===== config.mk =====
export PLATFORM = sky130hd
export DESIGN_NAME = instr_encoder
export DESIGN_NICKNAME = d
export VERILOG_FILES = /design/src/rtl/instr_encoder_pkg.sv /design/src/rtl/instr_encoder_pack.sv /design/src/rtl/instr_encoder.sv
export SDC_FILE = /design/constraint.sdc
export NUM_CORES = 1
export LEC_CHECK = 0
export ABC_AREA = 1
export BUFFER_PORTS_ARGS = -buffer_cell sky130_fd_sc_hd__buf_2
export CAP_MARGIN = 20
export CELL_PAD_IN_SITES_DETAIL_PLACEMENT = 1
export CELL_PAD_IN_SITES_GLOBAL_PLACEMENT = 1
export CORE_MARGIN = 2
export CORE_UTILIZATION = 42
export CTS_BUF_LIST = sky130_fd_sc_hd__clkbuf_16
export DETAILED_ROUTE_END_ITERATION = 10
export PLACE_DENSITY = 0.9
export SYNTH_ARGS = -nofsm -noshare
export SYNTH_HDL_FRONTEND = slang
export SYNTH_SLANG_ARGS = --single-unit

===== constraint.sdc =====
create_clock -name clk -period 4 [get_ports clk]
set_input_delay 0.8 -clock clk [delete_from_list [all_inputs] [get_ports clk]]
set_output_delay 0.8 -clock clk [all_outputs]
set_load 0.005 [all_outputs]

===== src/rtl/instr_encoder_pkg.sv =====
// Shared types and RV32I encoding constants for the instruction encoder.
// Holds the operation enum, opcode/funct3/funct7 values, the NOP word and the FIFO entry type.
package common;

  typedef enum logic [5:0] {
    OP_LUI, OP_AUIPC, OP_JAL, OP_JALR,
    OP_BEQ, OP_BNE, OP_BLT, OP_BGE, OP_BLTU, OP_BGEU,
    OP_LB, OP_LH, OP_LW, OP_LBU, OP_LHU,
    OP_SB, OP_SH, OP_SW,
    OP_ADDI, OP_SLTI, OP_SLTIU, OP_XORI, OP_ORI, OP_ANDI,
    OP_SLLI, OP_SRLI, OP_SRAI,
    OP_ADD, OP_SUB, OP_SLL, OP_SLT, OP_SLTU, OP_XOR, OP_SRL, OP_SRA, OP_OR, OP_AND
  } encode_op_type;

  typedef enum logic [2:0] {
    FMT_R, FMT_I, FMT_SH, FMT_S, FMT_B, FMT_U, FMT_J
  } fmt_type;

  localparam logic [6:0] OPC_LUI    = 7'b0110111;
  localparam logic [6:0] OPC_AUIPC  = 7'b0010111;
  localparam logic [6:0] OPC_JAL    = 7'b1101111;
  localparam logic [6:0] OPC_JALR   = 7'b1100111;
  localparam logic [6:0] OPC_BRANCH = 7'b1100011;
  localparam logic [6:0] OPC_LOAD   = 7'b0000011;
  localparam logic [6:0] OPC_STORE  = 7'b0100011;
  localparam logic [6:0] OPC_OP_IMM = 7'b0010011;
  localparam logic [6:0] OPC_OP     = 7'b0110011;

  localparam logic [2:0] F3_BEQ  = 3'b000;
  localparam logic [2:0] F3_BNE  = 3'b001;
  localparam logic [2:0] F3_BLT  = 3'b100;
  localparam logic [2:0] F3_BGE  = 3'b101;
  localparam logic [2:0] F3_BLTU = 3'b110;
  localparam logic [2:0] F3_BGEU = 3'b111;

  localparam logic [2:0] F3_B    = 3'b000;
  localparam logic [2:0] F3_H    = 3'b001;
  localparam logic [2:0] F3_W    = 3'b010;
  localparam logic [2:0] F3_BU   = 3'b100;
  localparam logic [2:0] F3_HU   = 3'b101;

  localparam logic [2:0] F3_ADD  = 3'b000;
  localparam logic [2:0] F3_SLL  = 3'b001;
  localparam logic [2:0] F3_SLT  = 3'b010;
  localparam logic [2:0] F3_SLTU = 3'b011;
  localparam logic [2:0] F3_XOR  = 3'b100;
  localparam logic [2:0] F3_SR   = 3'b101;
  localparam logic [2:0] F3_OR   = 3'b110;
  localparam logic [2:0] F3_AND  = 3'b111;

  localparam logic [6:0] F7_BASE = 7'b0000000;
  localparam logic [6:0] F7_ALT  = 7'b0100000;

  localparam logic [31:0] NOP_WORD = 32'h00000013;

  typedef struct packed {
    logic [31:0] word;
    logic        error;
  } fifo_entry_t;

endpackage


===== src/rtl/instr_encoder_pack.sv =====
// Combinational RV32I field packing for one request.
// Defining INSTR_ENCODER_RANGE_CHECK_EN replaces unencodable immediates with a flagged NOP.
module instr_pack
  import common::*;
(
  input  logic          [4:0] rd,
  input  logic          [4:0] rs1,
  input  logic          [4:0] rs2,
  input  logic         [31:0] imm,
  input  encode_op_type       op,
  output logic         [31:0] word,
  output logic                error
);

  fmt_type     fmt;
  logic  [6:0] opcode;
  logic  [2:0] funct3;
  logic  [6:0] funct7;
  logic [31:0] raw;

  always_comb begin
    fmt    = FMT_R;
    opcode = OPC_OP;
    funct3 = F3_ADD;
    funct7 = F7_BASE;
    case (op)
      OP_LUI:   begin fmt = FMT_U; opcode = OPC_LUI;   end
      OP_AUIPC: begin fmt = FMT_U; opcode = OPC_AUIPC; end
      OP_JAL:   begin fmt = FMT_J; opcode = OPC_JAL;   end
      OP_JALR:  begin fmt = FMT_I; opcode = OPC_JALR;  funct3 = 3'b000; end
      OP_BEQ:   begin fmt = FMT_B; opcode = OPC_BRANCH; funct3 = F3_BEQ;  end
      OP_BNE:   begin fmt = FMT_B; opcode = OPC_BRANCH; funct3 = F3_BNE;  end
      OP_BLT:   begin fmt = FMT_B; opcode = OPC_BRANCH; funct3 = F3_BLT;  end
      OP_BGE:   begin fmt = FMT_B; opcode = OPC_BRANCH; funct3 = F3_BGE;  end
      OP_BLTU:  begin fmt = FMT_B; opcode = OPC_BRANCH; funct3 = F3_BLTU; end
      OP_BGEU:  begin fmt = FMT_B; opcode = OPC_BRANCH; funct3 = F3_BGEU; end
      OP_LB:    begin fmt = FMT_I; opcode = OPC_LOAD;  funct3 = F3_B;  end
      OP_LH:    begin fmt = FMT_I; opcode = OPC_LOAD;  funct3 = F3_H;  end
      OP_LW:    begin fmt = FMT_I; opcode = OPC_LOAD;  funct3 = F3_W;  end
      OP_LBU:   begin fmt = FMT_I; opcode = OPC_LOAD;  funct3 = F3_BU; end
      OP_LHU:   begin fmt = FMT_I; opcode = OPC_LOAD;  funct3 = F3_HU; end
      OP_SB:    begin fmt = FMT_S; opcode = OPC_STORE; funct3 = F3_B;  end
      OP_SH:    begin fmt = FMT_S; opcode = OPC_STORE; funct3 = F3_H;  end
      OP_SW:    begin fmt = FMT_S; opcode = OPC_STORE; funct3 = F3_W;  end
      OP_ADDI:  begin fmt = FMT_I; opcode = OPC_OP_IMM; funct3 = F3_ADD;  end
      OP_SLTI:  begin fmt = FMT_I; opcode = OPC_OP_IMM; funct3 = F3_SLT;  end
      OP_SLTIU: begin fmt = FMT_I; opcode = OPC_OP_IMM; funct3 = F3_SLTU; end
      OP_XORI:  begin fmt = FMT_I; opcode = OPC_OP_IMM; funct3 = F3_XOR;  end
      OP_ORI:   begin fmt = FMT_I; opcode = OPC_OP_IMM; funct3 = F3_OR;   end
      OP_ANDI:  begin fmt = FMT_I; opcode = OPC_OP_IMM; funct3 = F3_AND;  end
      OP_SLLI:  begin fmt = FMT_SH; opcode = OPC_OP_IMM; funct3 = F3_SLL; end
      OP_SRLI:  begin fmt = FMT_SH; opcode = OPC_OP_IMM; funct3 = F3_SR;  end
      OP_SRAI:  begin fmt = FMT_SH; opcode = OPC_OP_IMM; funct3 = F3_SR; funct7 = F7_ALT; end
      OP_ADD:   funct3 = F3_ADD;
      OP_SUB:   begin funct3 = F3_ADD; funct7 = F7_ALT; end
      OP_SLL:   funct3 = F3_SLL;
      OP_SLT:   funct3 = F3_SLT;
      OP_SLTU:  funct3 = F3_SLTU;
      OP_XOR:   funct3 = F3_XOR;
      OP_SRL:   funct3 = F3_SR;
      OP_SRA:   begin funct3 = F3_SR; funct7 = F7_ALT; end
      OP_OR:    funct3 = F3_OR;
      OP_AND:   funct3 = F3_AND;
      default:  ;
    endcase
  end

  // Register fields a format does not use are simply left out of its concatenation.
  always_comb begin
    raw = '0;
    case (fmt)
      FMT_R:   raw = {funct7, rs2, rs1, funct3, rd, opcode};
      FMT_I:   raw = {imm[11:0], rs1, funct3, rd, opcode};
      FMT_SH:  raw = {funct7, imm[4:0], rs1, funct3, rd, opcode};
      FMT_S:   raw = {imm[11:5], rs2, rs1, funct3, imm[4:0], opcode};
      FMT_B:   raw = {imm[12], imm[10:5], rs2, rs1, funct3, imm[4:1], imm[11], opcode};
      FMT_U:   raw = {imm[31:12], rd, opcode};
      FMT_J:   raw = {imm[20], imm[10:1], imm[11], imm[19:12], rd, opcode};
      default: raw = '0;
    endcase
  end

`ifdef INSTR_ENCODER_RANGE_CHECK_EN
  logic signed [31:0] simm;
  logic               bad;

  assign simm = $signed(imm);

  always_comb begin
    bad = 1'b0;
    case (fmt)
      FMT_I, FMT_S: bad = (simm < -32'sd2048) || (simm > 32'sd2047);
      FMT_SH:       bad = (simm < 32'sd0) || (simm > 32'sd31);
      FMT_B:        bad = (simm < -32'sd4096) || (simm > 32'sd4094) || imm[0];
      FMT_J:        bad = (simm < -32'sd1048576) || (simm > 32'sd1048574) || imm[0];
      FMT_U:        bad = (imm[11:0] != 12'd0);
      default:      bad = 1'b0;
    endcase
  end

  assign word  = bad ? NOP_WORD : raw;
  assign error = bad;
`else
  assign word  = raw;
  assign error = 1'b0;
`endif

endmodule


===== src/rtl/instr_encoder.sv =====
// RV32I instruction encoder: packs requests into words behind a 2-entry FIFO and counts handoffs.
// Optional immediate range checking is enabled by defining INSTR_ENCODER_RANGE_CHECK_EN.
module instr_encoder
  import common::*;
#(
  parameter int COUNT_WIDTH = 16
) (
  input  logic                   clk,
  input  logic                   reset,
  input  logic                   req_valid,
  output logic                   req_ready,
  input  encode_op_type          req_op,
  input  logic             [4:0] req_rd,
  input  logic             [4:0] req_rs1,
  input  logic             [4:0] req_rs2,
  input  logic            [31:0] req_imm,
  output logic                   instr_valid,
  input  logic                   instr_ready,
  output logic            [31:0] instr_word,
  output logic                   instr_error,
  output logic [COUNT_WIDTH-1:0] instr_count
);

  logic [31:0] pack_word;
  logic        pack_error;

  instr_pack u_pack (
    .rd    (req_rd),
    .rs1   (req_rs1),
    .rs2   (req_rs2),
    .imm   (req_imm),
    .op    (req_op),
    .word  (pack_word),
    .error (pack_error)
  );

  fifo_entry_t            entry_q [2];
  fifo_entry_t            entry_d [2];
  logic                   wr_ptr_q, wr_ptr_d;
  logic                   rd_ptr_q, rd_ptr_d;
  logic             [1:0] occ_q, occ_d;
  logic [COUNT_WIDTH-1:0] count_q, count_d;
  logic                   push, pop;

  assign req_ready   = (occ_q != 2'd2);
  assign instr_valid = (occ_q != 2'd0);
  assign push        = req_valid && req_ready;
  assign pop         = instr_valid && instr_ready;

  // Gating on instr_valid keeps the word and error at zero whenever nothing is buffered.
  assign instr_word  = instr_valid ? entry_q[rd_ptr_q].word  : 32'd0;
  assign instr_error = instr_valid ? entry_q[rd_ptr_q].error : 1'b0;
  assign instr_count = count_q;

  always_comb begin
    entry_d  = entry_q;
    wr_ptr_d = wr_ptr_q;
    rd_ptr_d = rd_ptr_q;
    occ_d    = occ_q;
    count_d  = count_q;
    if (push) begin
      entry_d[wr_ptr_q] = '{word: pack_word, error: pack_error};
      wr_ptr_d = ~wr_ptr_q;
    end
    if (pop) begin
      rd_ptr_d = ~rd_ptr_q;
      if (count_q != '1) count_d = count_q + 1'b1;
    end
    case ({push, pop})
      2'b10:   occ_d = occ_q + 2'd1;
      2'b01:   occ_d = occ_q - 2'd1;
      default: occ_d = occ_q;
    endcase
  end

  always_ff @(posedge clk or posedge reset) begin
    if (reset) begin
      entry_q[0] <= '0;
      entry_q[1] <= '0;
      wr_ptr_q   <= 1'b0;
      rd_ptr_q   <= 1'b0;
      occ_q      <= 2'd0;
      count_q    <= '0;
    end else begin
      entry_q    <= entry_d;
      wr_ptr_q   <= wr_ptr_d;
      rd_ptr_q   <= rd_ptr_d;
      occ_q      <= occ_d;
      count_q    <= count_d;
    end
  end

endmodule

==> reports/summary.md <==
At the later pin of the worst-skew pair, clock insertion delay measures 330 ps. The average wire length per cell after detail routing is 17.2 um, and the post-synthesis net count is 789. The first global-routing pass estimated 27.2 mm of wire. The H-tree was split into 3 levels.

Once detailed placement completed, the half-perimeter wirelength came to 11.8 mm. Walking the worst path, the cells encountered are buf_4 -> clkinv_1 -> buf_4 -> nand2_1 -> a21oi_1 -> buf_2. The cell area that synthesis handed to floorplanning was 4940 sq um. The count of buffers added on input and output ports is 106.

The placement row count was 39; the signed area change from the synthesized netlist to the final layout was 17.6%. The capture endpoint of the worst hold path was entry_q[35]. The tools report the worst setup skew after layout as 5.23 ps. The total routed wirelength is 16.7 mm, and the TritonCTS buffer count is 9. Once the floorplan was initialized, standard cells occupied 43.1% of the core. The internal power of the cells totals 2.13 mW. The run gives 37.4% as the sequential share of power. 0 antenna diodes ended up in the layout. Final hold analysis gives a worst-case slack of 469 ps. The tools report the sum of negative setup slack as 0 ps. From bottom edge to top edge, the die measures 112 um. The worst register-to-register path has a setup slack of 1570 ps. The tree is rooted in a clkbuf_16.

The number of failing hold endpoints at the final stage is 0, and the maximum buffer depth of the clock tree is 2. The required time at the worst-slack endpoint came out at 3200 ps. For this design, the slowest cell found on the critical path is clkinv_1. Synthesis produced a netlist whose cell count is 730.

The measured slew at the worst slew-check pin is 1040 ps. Post-CTS repair timing setup buffer count: 0. The final count of pins violating max slew was 0; the share of cells above drive strength 1 was 19.1%. Dividing total power by cell area gives a power density of 638 nW/um^2. The startpoint identified for the worst hold timing path is entry_q[35]. The clock net in this run drives a total of 82 sinks. The cell area after layout is 5810 sq um.

The run gives 41.5% as the register area share after synthesis. The run gives 0 as the count of antenna-violating nets left after detailed routing. After synthesis the netlist holds a flip-flop and latch count of 82. In this run the horizontal extent of the chip is 112 um. The worst register-to-register path ends at instr_count[13]. Element type at the critical path start: a register. The switching power as a share of total power was 42.5%; the post-detailed-placement cell area was 5560 sq um. The detailed-route vias per instance came out at 5.40. The cell count of the worst reg-to-reg path is 10. The tools report the I/O pin count as 108.

After clock tree synthesis, the clock-pin slew on the worst setup and hold paths is 60 ps. For the number of fill cells in the layout, the log shows 1545. The minimum clock period works out to 3070 ps.

The clock network fraction of total power came out at 19.7%. Largest delay contributor family on the critical path: buffers and inverters. The run gives 50.7% as the post-route core utilization. The commonest non-fill, non-tap cell in the layout was nand2_1.

For the post-cts hold buffer count, the log shows 0. Entering global routing, the biggest net connects 50 pins. The most numerous cell type found on the critical path is buf_4. The die covers 12600 sq um.

The startpoint identified for the worst register-to-register timing path is instr_count[0]. The highest net fanout along the worst path was 27. Synthesized area per cell: 6.77 sq um. For this block, the initial DRC count from the detailed router was 387. The tools report the category of the worst setup path capture point as an output pin. The tool flagged a number of max-cap violations equal to 0. For this design the total switching power over the nets is 1.58 mW. TritonCTS built the clock tree.

The flow ran to the end, and the final reports show no timing, DRC or antenna violations. Setup repair after global routing left no endpoint under its margin. Post-CTS repair changed the size of 0 cells. The cell count of the worst hold path was 1; the placer congestion estimate was 0.865. The tools report the worst slew slack as a fraction of its limit as 30.6%. For the worst voltage drop across the vdd grid, the log shows 0.270 mV.

During synthesis, Yosys emitted a total of 0 warnings. The number of global-route vias before repair is 5378. The number of optimization iterations in the first detailed-route pass was 5. The cell count along the critical path was 6; the count of cell types in the netlist was 32. For the final global-route overflow total, the log shows 0.

The worst stage delay on the critical path came out at 560 ps. The logs give 42.9% for the combinational share of power and 2270 ps for the arrival time at the worst endpoint. Global routing used 26.9% of the available tracks across all layers. Setup violations remaining at the end of the flow were counted as 0. The critical path is of the register to output pin type.

The total number of vias was 5246. The region available for standard cell placement spans 11500 sq um. The tools report the number of antenna violations at the first check in global routing as 0. In the finished design, the share of the clock period the worst path needs comes to 76.7%.

The reported leakage power is 3.13 nW. In the layout the commonest cells are 326 x nand2_1, 106 x buf_2, 82 x dfrtp_1. Timing would allow up to 326 MHz. Counting both buffers and inverters, the worst setup path holds a total of 4. The final net count is 883. After detailed routing, the number of remaining DRC violations is 0.

The worst hold-check path type is register to register.
cell type report:
| type | instances | area, sq um | area share [%] |
|---|---|---|---|
| multi-input cells | 553 | 2500 | 43.0 |
| clock buffers | 9 | 225 | 3.88 |
| inverters | 65 | 245 | 4.22 |
| repair buffers | 113 | 583 | 10.0 |
| clock inverters | 7 | 28.8 | 0.495 |
| well taps | 143 | 179 | 3.08 |
| flip-flops and latches | 82 | 2050 | 35.3 |
kinds of logic (layout without fill, tap and decap cells):
kind of cell | Yosys count | after routing | share of synthesized area, %
simple gates | 442 | 442 | 37.3
buf+inv | 95 | 194 | 8.05
compound gates | 93 | 93 | 9.93
flops | 82 | 82 | 41.5
xor+xnor | 15 | 15 | 2.66
fa+ha+maj | 2 | 2 | 0.506
other cells | 1 | 1 | 0.0759
sequential cells by signal (all words and copies together), names as in the netlist:
name / count
rd_ptr_q: 1
wr_ptr_q: 1
occ_q: 2
instr_count: 16
entry_q: 62
how the worst max path moves through the flow:
stage	from	end	slack, ps
2_1_floorplan	reset	entry_q[10]	1090
3_3_place_gp	req_op[5]	entry_q[64]	1250
3_5_place_dp	req_op[5]	entry_q[31]	1150
4_1_cts	rd_ptr_q	instr_word[31]	930
5_1_grt	rd_ptr_q	instr_word[31]	810
6_report	rd_ptr_q	instr_word[31]	930
power groups by stage:
stage	registers [mW]	logic, mW	clock network (mW)
2_1_floorplan	1.33	0.993	0
3_3_place_gp	1.37	1.48	0
3_5_place_dp	1.39	1.56	0
4_1_cts	1.38	1.59	0.737
5_1_grt	1.42	1.78	0.771
6_report	1.39	1.59	0.729
Yosys cell counts:
| library cell | n | area share, % |
|---|---|---|
| nor3_2 | 2 | 0.41 |
| nor2_4 | 1 | 0.23 |
| buf_4 | 6 | 0.91 |
| buf_6 | 1 | 0.23 |
| nand2_1 | 326 | 25 |
| ha_1 | 2 | 0.51 |
| nor4_1 | 1 | 0.13 |
| nand3_1 | 31 | 3.1 |
| nor3_1 | 6 | 0.61 |
| o211ai_1 | 1 | 0.15 |
| clkbuf_1 | 14 | 1.1 |
| nand4_1 | 16 | 2.0 |
| dfrtp_1 | 82 | 42 |
| inv_2 | 5 | 0.38 |
| xor2_1 | 10 | 1.8 |
| or2_2 | 1 | 0.13 |
| a21oi_1 | 37 | 3.7 |
| nand3_2 | 6 | 1.2 |
| clkinv_1 | 1 | 0.076 |
| conb_1 | 1 | 0.076 |
| nand2_4 | 1 | 0.23 |
| o21a_1 | 1 | 0.15 |
| o21ai_0 | 47 | 4.8 |
| o22ai_1 | 1 | 0.13 |
| o21ai_1 | 1 | 0.10 |
| inv_1 | 59 | 4.5 |
| buf_2 | 9 | 0.91 |
| o21ai_2 | 5 | 0.89 |
| xnor2_1 | 5 | 0.89 |
| nand2_2 | 4 | 0.51 |
| nor2_2 | 6 | 0.76 |
| nor2_1 | 41 | 3.1 |
metrics by stage:
| step | setup WS, ps | cells | total power, mW |
|---|---|---|---|
| final | 933 | 972 | 3.70 |
| after global routing | 811 | 972 | 3.98 |
| after CTS | 934 | 972 | 3.71 |
| after detailed placement | 1150 | 956 | 2.95 |
| after global placement | 1250 | 956 | 2.85 |
| after floorplan | 1090 | 730 | 2.32 |
worst reg2reg max path, stage by stage, from the launching register on:
cell	delay (ps)
dfrtp_1	390
ha_1	230
inv_1	70
nor2_1	250
nand2_1	160
inv_1	90
nand3_1	90
nand2_1	320
inv_1	390
nand2_1	190
o21ai_0	110
per-layer routing:
metal | GRT usage (%) | part of all wire [%] | routed length, um
met3 | 4.05 | 4.2 | 697
met4 | 9.59 | 2.3 | 382
met2 | 46.5 | 50 | 8400
met5 | 0 | 0 | 0
met1 | 34.4 | 43 | 7250
(Power assumes the default switching activity.)
